<file path="config.mk">
export PLATFORM = sky130hd
export DESIGN_NAME = ysyx_24120013_rf_wb_arbiter
export DESIGN_NICKNAME = d
export VERILOG_FILES = /design/src/rtl/ysyx_24120013_rf_wb_arbiter.sv
export SDC_FILE = /design/constraint.sdc
export NUM_CORES = 1
export LEC_CHECK = 0
export ABC_AREA = 1
export CAP_MARGIN = 20
export CORE_UTILIZATION = 42
export DETAILED_ROUTE_END_ITERATION = 8
export PLACE_DENSITY = 0.83
export SETUP_SLACK_MARGIN = 0.05
export SYNTH_ARGS = -nofsm -noshare
export SYNTH_HDL_FRONTEND = slang
export SYNTH_SLANG_ARGS = --single-unit
</file>
<file path="constraint.sdc">
create_clock -name clk -period 1.4 [get_ports clk]
set_input_delay 0.21 -clock clk [delete_from_list [all_inputs] [get_ports clk]]
set_output_delay 0.21 -clock clk [all_outputs]
set_load 0.01 [all_outputs]
</file>
<file path="src/rtl/ysyx_24120013_rf_wb_arbiter.sv">
// Register-file writeback arbiter with a WAW/RAW scoreboard.
// Two writeback sources (EXU, LSU) share a single register-file write port.
// Decode marks destination registers pending at issue; the mark is cleared
// when the registered write to that register actually lands.

// One scoreboard entry: a pending bit with set-over-clear priority.
module ysyx_24120013_rf_wb_sb_cell (
    input  logic clk,
    input  logic rst,
    input  logic set_i,
    input  logic clr_i,
    output logic pend_o
);

    logic pend_q, pend_d;

    // Next state: a new issue to this register outranks a retiring write.
    always_comb begin
        pend_d = pend_q;
        if (clr_i) pend_d = 1'b0;
        if (set_i) pend_d = 1'b1;
    end

    // Pending flag, cleared asynchronously by reset.
    always_ff @(posedge clk or negedge rst) begin
        if (!rst) pend_q <= 1'b0;
        else      pend_q <= pend_d;
    end

    assign pend_o = pend_q;

endmodule

module ysyx_24120013_rf_wb_arbiter #(
    parameter int ADDR_WIDTH = 5,
    parameter int DATA_WIDTH = 32
) (
    input  logic                  clk,
    input  logic                  rst,
    // issue side
    input  logic                  iss_valid,
    input  logic [ADDR_WIDTH-1:0] iss_rd,
    output logic                  iss_ready,
    input  logic [ADDR_WIDTH-1:0] rs1,
    input  logic [ADDR_WIDTH-1:0] rs2,
    output logic                  rs1_busy,
    output logic                  rs2_busy,
    // EXU writeback
    input  logic                  exu_valid,
    input  logic [ADDR_WIDTH-1:0] exu_rd,
    input  logic [DATA_WIDTH-1:0] exu_data,
    output logic                  exu_ready,
    // LSU writeback
    input  logic                  lsu_valid,
    input  logic [ADDR_WIDTH-1:0] lsu_rd,
    input  logic [DATA_WIDTH-1:0] lsu_data,
    output logic                  lsu_ready,
    // register file write port
    output logic                  rf_wen,
    output logic [ADDR_WIDTH-1:0] rf_waddr,
    output logic [DATA_WIDTH-1:0] rf_wdata
);

    localparam int NREG = 1 << ADDR_WIDTH;

    // Last-grant pointer encoding; reset to LSU so the first tie goes to EXU.
    localparam logic GNT_EXU = 1'b0;
    localparam logic GNT_LSU = 1'b1;

    typedef struct packed {
        logic [ADDR_WIDTH-1:0] rd;
        logic [DATA_WIDTH-1:0] data;
    } wb_req_t;

    wb_req_t exu_req, lsu_req, sel_req;

    logic            exu_gnt, lsu_gnt, xfer;
    logic            last_q, last_d;
    logic            rf_wen_q, rf_wen_d;
    logic [ADDR_WIDTH-1:0] rf_waddr_q, rf_waddr_d;
    logic [DATA_WIDTH-1:0] rf_wdata_q, rf_wdata_d;
    logic [NREG-1:0] pend_vec;
    logic            iss_fire;

    assign exu_req = '{rd: exu_rd, data: exu_data};
    assign lsu_req = '{rd: lsu_rd, data: lsu_data};

    // ------------------------------------------------------------------
    // Scoreboard
    // ------------------------------------------------------------------
    // Register 0 is hardwired, so it never needs a storage cell.
    assign pend_vec[0] = 1'b0;

    // Issue is stalled only by an outstanding write to the same destination.
    assign iss_ready = (iss_rd == '0) || !pend_vec[iss_rd];
    assign iss_fire  = iss_valid && iss_ready && (iss_rd != '0);

    assign rs1_busy = pend_vec[rs1];
    assign rs2_busy = pend_vec[rs2];

    for (genvar i = 1; i < NREG; i++) begin : g_sb
        logic set_c, clr_c;

        // Per-entry decode of the issue set and the retiring-write clear.
        always_comb begin
            set_c = iss_fire && (iss_rd == ADDR_WIDTH'(i));
            clr_c = rf_wen_q && (rf_waddr_q == ADDR_WIDTH'(i));
        end

        ysyx_24120013_rf_wb_sb_cell u_cell (
            .clk    (clk),
            .rst    (rst),
            .set_i  (set_c),
            .clr_i  (clr_c),
            .pend_o (pend_vec[i])
        );
    end

    // ------------------------------------------------------------------
    // Round-robin grant
    // ------------------------------------------------------------------
    // A lone requester is granted at once; on a tie the side that did not
    // win last time goes. Nothing is granted while reset is held.
    always_comb begin
        exu_gnt = 1'b0;
        lsu_gnt = 1'b0;
        if (rst) begin
            if (exu_valid && lsu_valid) begin
                if (last_q == GNT_LSU) exu_gnt = 1'b1;
                else                   lsu_gnt = 1'b1;
            end else begin
                exu_gnt = exu_valid;
                lsu_gnt = lsu_valid;
            end
        end
    end

    assign exu_ready = exu_gnt;
    assign lsu_ready = lsu_gnt;
    assign xfer      = exu_gnt || lsu_gnt;
    assign sel_req   = lsu_gnt ? lsu_req : exu_req;

    // Pointer moves on every transfer, tie or not.
    always_comb begin
        last_d = last_q;
        if (xfer) last_d = lsu_gnt ? GNT_LSU : GNT_EXU;
    end

    // ------------------------------------------------------------------
    // Register-file write stage
    // ------------------------------------------------------------------
    // A transfer to x0 completes its handshake but never writes; idle
    // cycles keep address/data so the port only toggles on real traffic.
    always_comb begin
        rf_wen_d   = 1'b0;
        rf_waddr_d = rf_waddr_q;
        rf_wdata_d = rf_wdata_q;
        if (xfer) begin
            rf_wen_d   = (sel_req.rd != '0);
            rf_waddr_d = sel_req.rd;
            rf_wdata_d = sel_req.data;
        end
    end

    // Write-port and grant-pointer state; reset drops any in-flight write.
    always_ff @(posedge clk or negedge rst) begin
        if (!rst) begin
            rf_wen_q   <= 1'b0;
            rf_waddr_q <= '0;
            rf_wdata_q <= '0;
            last_q     <= GNT_LSU;
        end else begin
            rf_wen_q   <= rf_wen_d;
            rf_waddr_q <= rf_waddr_d;
            rf_wdata_q <= rf_wdata_d;
            last_q     <= last_d;
        end
    end

    assign rf_wen   = rf_wen_q;
    assign rf_waddr = rf_waddr_q;
    assign rf_wdata = rf_wdata_q;

    // ------------------------------------------------------------------
    // Protocol properties
    // ------------------------------------------------------------------
    // Grants are exclusive and only ever answer a live request.
    a_one_gnt : assert property (@(posedge clk) disable iff (!rst)
        !(exu_ready && lsu_ready));
    a_exu_vld : assert property (@(posedge clk) disable iff (!rst)
        exu_ready |-> exu_valid);
    a_lsu_vld : assert property (@(posedge clk) disable iff (!rst)
        lsu_ready |-> lsu_valid);

endmodule

</file>
==> reports/metrics.yaml <==
clocking:
  numCtsBuffers: 9
  cts_tree: "yes"
  cts_root_buf: "clkbuf_8"
  cts.sinks: 70
  cts_max_path_buffers: 2
  h-tree-depth: 3
  clk_pin_slew_ps: 110
  clk_latency_ps: 390
final_layout:
  stdcell_count: 1011
  drive_above_1_share_pct: 37.86
  regArea_sq_um: 1762
  design_area_sq_um: 7951
  nets: 966
  areaGrowthSynthToFinish_pct: 86.31
  multi_input_comb_area_sq_um: 2944
  fillers: 539
timing:
  fin_crit_sh_pct: 141.5
  finalHoldViolCount: 0
  fmax_mhz: 504.9
  setup_ws_ps: -580.7
  finalCriticalPeriod_ps: 1981
  hold_ws_ps: 130.0
  setup_violations: 75
  maxSlewViolCount: 0
  rsz0062_at_grt: "yes"
  fin_skew_ps: 28.11
  max_slew_margin_pct: 39.87
  tightest_slew_ps: 901.9
floorplanning:
  rows: 36
  die_w_um: 102.8
  core_region_area_sq_um: 9819
  die_h_um: 102.8
  ioPinCount: 137
  start_util_pct: 43.46
  die_area_sq_um: 10570
setup_path:
  r2r_start: "last_q"
  cp-end-kind: "primary output"
  reg2regPathDepth: 8
  cp_max_fo: 2
  start_kind: "register"
  rr_endpoint: "rf_wen"
  critPathArrivalTime_ps: 1770
  path_class: "register to primary output"
  regToRegSetupSlack_ps: -550
  worstPathRequired_ps: 1190
detailed_routing:
  initialDrtViolationCount: 786
  routed_via_density: 6.212
  num_vias: 6280
  drc: 0
  wl_per_cell_um: 24.34
  ant_nets: 0
  first_pass_iters: 6
  finalWirelength_um: 24610
logic_synthesis:
  ys.flop_type: "dfrtp_1"
  synth_edf_count: 0
  syn_inst: 619
  ys_async_sr_fraction_pct: 100.0
  synthSimpleGateAreaFrac_pct: 36.00
  yosysUniqueCellTypes: 26
  avgSynthCellArea_sq_um: 6.895
  yosys_warnings: 0
  ys_ff_latch: 70
  synth_adder_area_share_pct: 0
  synth-xor-area-share_pct: 0
  synthTopCellsByCount: "227 x nand2_1, 69 x dfrtp_1, 69 x o21ai_0"
  synth_area_sq_um: 4268
  synth_top_family_by_area: "simple AND/OR/NAND/NOR gates"
  synth_top_area_cell: "dfrtp_1"
  synth_top_area_share_pct: 40.46
  syn_nets: 713
  synth.most_common_cell: "nand2_1"
  yosysSeqAreaShare_pct: 41.07
  synth_area_leaders: "dfrtp_1 40%, nand2_1 20%, o21ai_0 8.1%"
  synthMuxAreaShare_pct: 0.4691
  synth_compound_area_share_pct: 14.89
status:
  violations: "setup timing"
  status: "complete, but fails checks"
global_route:
  grt_pass1_wl_um: 30260
  grt_max_degree: 70
  antenna_found_initial: 1
  grt_pass1_vias: 5974
  grt_use_total_pct: 38.50
  grt_overflow_total: 0
place:
  placed_cell_area_sq_um: 6354
  io_buffers: 136
  place_congestion: 1.007
  dp_cells: 947
  dpl.hpwl_um: 11870
pwr:
  power_frac_clock_pct: 17.8
  ir_drop_uv: 797.3
  netSwitchingFraction_pct: 42.27
  p_seq_share_pct: 31.7
  power_frac_comb_pct: 50.5
  p_switching_w: 0.004677
  p_leak_nw: 3.753
  powerDensity_nw_per_um2: 1392
  intPower_w: 0.006388
run:
  drv_cap: 0
worst_hold_path:
  hold_path_class: "primary input to asynchronous set/reset pin"
[power groups by stage]
| stage | sequential, W | combinational [W] | clock (W) |
|---|---|---|---|
| global placement | 0.00332 | 0.00373 | 0 |
| floorplan | 0.00323 | 0.00151 | 0 |
| global route | 0.00352 | 0.00586 | 0.00201 |
| finish | 0.00350 | 0.00559 | 0.00197 |
| detailed placement | 0.00331 | 0.00383 | 0 |
| CTS | 0.00328 | 0.00459 | 0.00186 |
[layer usage]
metal / share of wire (%) / global-route usage, % / vias to the layer above / routed length, um
li1: - / - / 2538 / -
met3: 12 / 9.153 / 231 / 3062
met1: 33 / 42.46 / 2873 / 8027
met5: 0 / 0 / - / 0
met2: 45 / 65.95 / 638 / 11010
met4: 10 / 26.11 / 0 / 2512
[registers in the layout, summed over array words and instances, names as in the netlist]
signal / count
g_sb.u_cell.pend_o: 31
rf_waddr: 5
rf_wdata: 32
last_q: 1
rf_wen: 1
[per-stage QoR]
| step | setup TNS [ps] | worst slack (ps) | power, W | util [%] |
|---|---|---|---|---|
| floorplan | 0 | 5.618 | 0.004741 | - |
| global placement | -32120 | -966.9 | 0.007046 | 64.70 |
| detailed placement | -35760 | -1025 | 0.007143 | 64.70 |
| CTS | -9768 | -426.2 | 0.009727 | 75.62 |
| global route | -22070 | -617.4 | 0.01140 | 80.98 |
| finish | -19460 | -580.7 | 0.01107 | 80.98 |
[worst max path at each step]
stage                                 from  slack (ps)   endpoint
floorplan                        iss_rd[0]           6  iss_ready
global placement                 iss_rd[0]        -970  iss_ready
detailed placement               iss_rd[0]       -1020  iss_ready
CTS                 g_sb[14].u_cell.pend_o        -430  iss_ready
global route        g_sb[18].u_cell.pend_o        -620  iss_ready
finish              g_sb[14].u_cell.pend_o        -580  iss_ready
[timing repair]
item | in CTS | in global routing
buffers inserted | 37 | 11
hold buffers | 1 | 0
hold endpoints to repair | 1 | 0
pin swaps | 44 | 27
gates resized for setup | 228 | 135
cloned | 7 | 0
setup endpoints to repair | 112 | 78
[critical path, stage by stage, from the launching register on]
cell and delay [ps]:
dfrtp_1 430, buf_6 140, nand2_2 60, nand2_2 50, nand2_2 80, nand2_1 50
nand2_1 60, nand2_2 70, o21ai_4 170, and2_4 160, buf_6 90
[layout by cell type, fill, tap and decap left out, types with 6 or more instances in the layout]
| cell | instances |
|---|---|
| buf_6 | 41 |
| o211ai_1 | 6 |
| o221ai_2 | 7 |
| buf_12 | 12 |
| nand2_2 | 32 |
| o21ai_1 | 17 |
| nor2_2 | 8 |
| buf_4 | 76 |
| dfrtp_2 | 7 |
| o21ai_0 | 31 |
| inv_1 | 34 |
| nand2_4 | 33 |
| o21ai_2 | 28 |
| dlygate4sd2_1 | 41 |
| nand4_1 | 17 |
| clkdlybuf4s50_1 | 86 |
| nand2_1 | 167 |
| nor2_1 | 57 |
| nand3_1 | 16 |
| clkbuf_8 | 10 |
| dfrtp_1 | 62 |
| nand3_2 | 32 |
[cells by family after synthesis]
family                 after synthesis
AOI/OAI and AO/OA                  104
DFF                                 70
muxes                                2
buffers and inverters               71
and+or+nand+nor                    372
[cell type report]
cell class,count,share of cell area (%)
tap,133,2.093
inverter,45,2.282
timing repair buffer,268,33.61
multi-input combinational,478,37.03
sequential,70,22.16
clock inverter,6,1.070
antenna,1,0.03147
clock buffer,10,1.731
Power figures use the tool's default switching activity.
